## config.mk

```make
export PLATFORM = sky130hd
export DESIGN_NAME = alu_issue_stage
export DESIGN_NICKNAME = d
export VERILOG_FILES = /design/src/rtl/alu_issue_stage.sv
export SDC_FILE = /design/constraint.sdc
export NUM_CORES = 1
export LEC_CHECK = 0
export ABC_CLOCK_PERIOD_IN_PS = 3100
export CORE_MARGIN = 2
export CORE_UTILIZATION = 59
export CTS_BUF_LIST = sky130_fd_sc_hd__clkbuf_8
export DETAILED_ROUTE_END_ITERATION = 12
export GPL_ROUTABILITY_DRIVEN = 0
export PLACE_DENSITY_LB_ADDON = 0.1
export REMOVE_ABC_BUFFERS = 1
export SYNTH_ARGS = -nofsm -noshare
export SYNTH_HDL_FRONTEND = slang
export SYNTH_SLANG_ARGS = --single-unit
```

## constraint.sdc

```tcl
create_clock -name clk -period 3.1 [get_ports clk]
set_input_delay 0.62 -clock clk [delete_from_list [all_inputs] [get_ports clk]]
set_output_delay 0.62 -clock clk [all_outputs]
set_load 0.05 [all_outputs]
```

## src/rtl/alu_issue_stage.sv

```systemverilog
// Issue/writeback stage in front of the 16-bit ALU: operand fetch, writeback, lw/sw handshake, beq report.
// Optional macro REG_ZERO_HARDWIRED_EN makes R0 read as zero and discards writes to it.
module alu_issue_stage #(
  parameter int NREGS = 8,
  parameter int IMM_W = 7
) (
  input  logic        clk,
  input  logic        rst_n,
  input  logic        instr_valid,
  input  logic [15:0] instr,
  output logic        instr_ready,
  output logic [15:0] alu_a,
  output logic [15:0] alu_b,
  output logic [2:0]  alu_opcode,
  input  logic [15:0] alu_result,
  input  logic        alu_zero,
  output logic        mem_req,
  output logic        mem_we,
  output logic [15:0] mem_addr,
  output logic [15:0] mem_wdata,
  input  logic [15:0] mem_rdata,
  input  logic        mem_ack,
  output logic        branch_valid,
  output logic        branch_taken,
  output logic [15:0] branch_offset,
  output logic        illegal,
  input  logic [2:0]  dbg_addr,
  output logic [15:0] dbg_data
);

  localparam logic [2:0] OP_RR0 = 3'b000;
  localparam logic [2:0] OP_ADDI = 3'b001;
  localparam logic [2:0] OP_RR2 = 3'b010;
  localparam logic [2:0] OP_RR3 = 3'b011;
  localparam logic [2:0] OP_BEQ = 3'b100;
  localparam logic [2:0] OP_LW = 3'b101;
  localparam logic [2:0] OP_SW = 3'b110;
  localparam logic [2:0] OP_ILL = 3'b111;

  typedef enum logic [1:0] {IDLE, EXEC, MEM} state_t;

  state_t      state, state_nxt;
  logic [15:0] regs [NREGS];
  logic [15:0] ir;
  logic [2:0]  in_op, in_rd, in_rs, in_rt;
  logic [2:0]  ir_op, ir_rd;
  logic [15:0] opnd_a, opnd_b;
  logic        wr_en;
  logic [15:0] wr_data;

  function automatic logic [15:0] rdreg(input logic [2:0] idx);
`ifdef REG_ZERO_HARDWIRED_EN
    if (idx == 3'd0) return 16'd0;
`endif
    return regs[idx];
  endfunction

  function automatic logic [15:0] sext(input logic [15:0] word);
    return {{(16-IMM_W){word[IMM_W-1]}}, word[IMM_W-1:0]};
  endfunction

  assign in_op = instr[15:13];
  assign in_rd = instr[12:10];
  assign in_rs = instr[9:7];
  assign in_rt = instr[6:4];
  assign ir_op = ir[15:13];
  assign ir_rd = ir[12:10];

  assign instr_ready = (state == IDLE);
  assign mem_req     = (state == MEM);
  assign dbg_data    = rdreg(dbg_addr);

  always_ff @(posedge clk or negedge rst_n) begin
    if (!rst_n) state <= IDLE;
    else        state <= state_nxt;
  end

  always_comb begin
    state_nxt = state;
    case (state)
      IDLE:    if (instr_valid) state_nxt = EXEC;
      EXEC:    state_nxt = (ir_op == OP_LW || ir_op == OP_SW) ? MEM : IDLE;
      MEM:     if (mem_ack) state_nxt = IDLE;
      default: state_nxt = IDLE;
    endcase
  end

  // beq compares R[rd] with R[rs]; immediate forms take sext(imm7) as operand b
  always_comb begin
    opnd_a = rdreg(in_rs);
    opnd_b = rdreg(in_rt);
    case (in_op)
      OP_ADDI, OP_LW, OP_SW: opnd_b = sext(instr);
      OP_BEQ: begin
        opnd_a = rdreg(in_rd);
        opnd_b = rdreg(in_rs);
      end
      default: ;
    endcase
  end

  always_comb begin
    wr_en   = 1'b0;
    wr_data = alu_result;
    if (state == EXEC &&
        (ir_op == OP_RR0 || ir_op == OP_ADDI || ir_op == OP_RR2 || ir_op == OP_RR3)) begin
      wr_en = 1'b1;
    end else if (state == MEM && mem_ack && ir_op == OP_LW) begin
      wr_en   = 1'b1;
      wr_data = mem_rdata;
    end
`ifdef REG_ZERO_HARDWIRED_EN
    if (ir_rd == 3'd0) wr_en = 1'b0;
`endif
  end

  always_ff @(posedge clk or negedge rst_n) begin
    if (!rst_n) begin
      ir            <= '0;
      alu_a         <= '0;
      alu_b         <= '0;
      alu_opcode    <= '0;
      mem_we        <= 1'b0;
      mem_addr      <= '0;
      mem_wdata     <= '0;
      branch_valid  <= 1'b0;
      branch_taken  <= 1'b0;
      branch_offset <= '0;
      illegal       <= 1'b0;
      for (int i = 0; i < NREGS; i++) regs[i] <= '0;
    end else begin
      branch_valid <= 1'b0;
      illegal      <= 1'b0;
      if (wr_en) regs[ir_rd] <= wr_data;
      case (state)
        IDLE: begin
          if (instr_valid) begin
            ir         <= instr;
            alu_a      <= opnd_a;
            alu_b      <= opnd_b;
            alu_opcode <= in_op;
          end
        end
        EXEC: begin
          case (ir_op)
            OP_BEQ: begin
              branch_valid  <= 1'b1;
              branch_taken  <= alu_zero;
              branch_offset <= sext(ir);
            end
            OP_LW, OP_SW: begin
              mem_addr  <= alu_result;
              mem_we    <= (ir_op == OP_SW);
              mem_wdata <= rdreg(ir_rd);
            end
            OP_ILL:  illegal <= 1'b1;
            default: ;
          endcase
        end
        default: ;
      endcase
    end
  end

endmodule

```

==> qor.csv <==
metric,value,unit
drt-pass1-iter-count,5,
cp_max_fo,32,
clk_pin_slew,0.06,ns
clockBufferDepth,3,
crit_start,dbg_addr[1],
yosysSeqAreaShare,40.6,%
antenna_cells,0,
required,2.48,ns
fin_crit_sh,92.8,%
nFillCells,1560,
antenna_found_initial,0,
stdcell_count,1479,
syn2layout_area_growth,21.8,%
crit_path_end_kind,output pin,
drt_iter0_drc,974,
yosysWarningCount,0,
yosysTopAreaCellShare,40.6,%
syn_area,13400,sq um
worstSkewPairLatency,0.55,ns
routed_wirelength,38.8,mm
cts_setup_buffers,0,
synth_simple_gate_area_share,6.29,%
num_vias,10000,
rsz0062_at_grt,no,
ir_worst_vdd,684,uV
yosysUniqueCellTypes,38,
grt_usage,33.3,%
synth_seq_cells,218,
powerDensity,1060,nW/um^2
root_buffer,clkbuf_8,
async_flop_share,100,%
wire_per_inst,26.2,um
regToRegSetupSlack,0.94,ns
synth_edf_count,0,
avgViaCountPerCell,6.77,
dp.cells,1410,
grt_max_degree,80,
yosys.area.top_type,dfrtp_1,
path_class,in2out,
dpl_cell_area,15500,sq um
finClkSkew,0.0254,ns
total_power,17400,uW
p_leak,0.00687,uW
rows,55,
synth_compound_area_share,4.87,%
cp-start-kind,input port,
cts_resized,0,
first_global_vias,10100,
numCtsBuffers,38,
io_buffers,160,
io_pins,161,
outcome,"finished, final reports clean",
hold_viol,0,
grt-ovfl-total,0,
htree_levels,2,
postSynthCellCount,999,
synthAdderAreaFrac,0,%
maxCapViolCount,0,
drtAntennaViolNets,0,
synth_xor_area_share,0,%
start_util,59.8,%
ys_top_cells_by_area,"dfrtp_1 41%, mux4_2 22%, mux2_2 17%, mux2i_1 5.7%, a22oi_1 2.5%",
die_width,155,um
die_h,155,um
tightest_slew,0.985,ns
cts.hold.buffers_added,0,
r2r-end,regs[28],
avgSynthCellArea,13.5,sq um
hpwl,24.4,mm
drive_gt1_share,41.0,%
muxShareOfSynthArea,45.0,%
max_freq,348,MHz
dieArea,24000,sq um
fin_hold_ws,0.0740,ns
worst_hold_path_type,in2async,
final_max_slew_viol_count,0,
clock-sinks,218,
relSlewSlack,34.4,%
drc_errors,0,
coreArea,22500,sq um
grt_pass1_wl,60.5,mm
nNetsFinal,1221,
design_area,16400,sq um
fin_crit,2.88,ns
reg2reg_depth,5,
ys.flop_type,dfrtp_1,
finalSetupViolCount,0,
critPathArrivalTime,2.26,ns
cts_tree,yes,
reg2reg_from,state[0],
synth_top_family_by_area,multiplexers,
[stage by stage]
step	setup WS (ns)	utilization (%)	setup TNS [ns]
floorplan	-0.797	-	-18.10
CTS	0.238	72.8	0
finish	0.224	72.8	0
global route	0.213	72.8	0
detailed placement	0.248	69.0	0
global placement	0.276	69.0	0
[area by class of cell]
type | count | area (sq um) | area share (%)
Tap cell | 285 | 357 | 2.18
Inverter | 3 | 11.3 | 0.0687
Multi-Input combinational cell | 688 | 7570 | 46.2
Sequential cell | 218 | 5460 | 33.3
Timing Repair Buffer | 216 | 2140 | 13.1
Clock inverter | 19 | 163 | 0.993
Clock buffer | 50 | 688 | 4.20
[placed cells by master (no fill, tap or decap), types with 2 or more instances in the layout]
cell / netlist / layout
mux2_2: 208 / 208
o211ai_1: 4 / 4
nor4b_4: 2 / 2
nand3_1: 15 / 15
nor2_1: 41 / 40
clkinv_2: 0 / 7
clkbuf_8: 0 / 50
buf_12: 0 / 14
nand2_1: 80 / 80
a22oi_1: 44 / 44
a31oi_1: 12 / 12
or2_2: 2 / 2
and2_1: 2 / 2
bufinv_16: 0 / 3
inv_1: 3 / 11
o21ai_1: 2 / 2
buf_2: 29 / 4
nor2b_1: 5 / 5
mux4_2: 130 / 130
clkdlybuf4s50_1: 0 / 138
mux2_1: 2 / 2
nand4b_1: 3 / 3
a21oi_1: 29 / 28
buf_4: 14 / 59
nand2b_1: 11 / 11
nand3b_1: 2 / 2
nand4_1: 3 / 3
mux2i_1: 76 / 76
dfrtp_1: 218 / 217
a32oi_1: 4 / 4
[cell families (layout without fill, tap and decap cells)]
| kind of cell | after synthesis | count (layout) |
|---|---|---|
| AO/OA/AOI/OAI | 99 | 99 |
| buffers and inverters | 93 | 288 |
| flip-flops | 218 | 218 |
| multiplexers | 416 | 416 |
| AND/OR/NAND/NOR | 173 | 173 |
[cells in the mapped netlist, types with 4 or more instances]
cell	instances
clkbuf_1	38
a31oi_1	12
nand2_1	80
buf_1	9
nand2b_1	11
nand3_1	15
dfrtp_1	218
a32oi_1	4
nor2_1	41
nor2b_1	5
buf_4	14
mux2i_1	76
mux2_2	208
a21oi_1	29
mux4_2	130
buf_2	29
o211ai_1	4
a22oi_1	44
[power breakdown]
part	total [uW]	leakage (uW)	internal, uW	switching [uW]
clock network	2930	0.000472	1700	1230
registers	5960	0.00267	4170	1790
logic	8550	0.00372	4200	4350
[state kept, by name, summed over array words and instances (netlist names)]
register,count
mem_addr,16
branch_taken,1
alu_opcode,3
ir,10
regs,128
alu_a,16
branch_valid,1
illegal,1
mem_wdata,16
state,2
branch_offset,7
mem_we,1
alu_b,16
[worst max path at each step]
| stage | endpoint | slack (ns) | cells after the start |
|---|---|---|---|
| after CTS | dbg_data[11] | 0.24 | 5 |
| after floorplan | branch_offset[10] | -0.80 | 0 |
| after global routing | dbg_data[5] | 0.21 | 5 |
| after global placement | dbg_data[14] | 0.28 | 5 |
| after detailed placement | dbg_data[5] | 0.25 | 5 |
| final | dbg_data[11] | 0.22 | 5 |
[per-layer routing]
metal	wire length (um)	up-vias	global-route usage, %
met4	1260	0	12.1
met1	15400	5176	46.7
met3	3550	107	6.82
met2	18600	534	52.2
li1	-	4199	-
met5	0	-	0
[critical path: stages]
cell             delay [ns]
clkdlybuf4s50_1        0.51
buf_12                 0.26
mux4_2                 0.36
mux2_2                 0.29
buf_4                  0.19
Note: power is estimated with default switching activity, not from simulation.
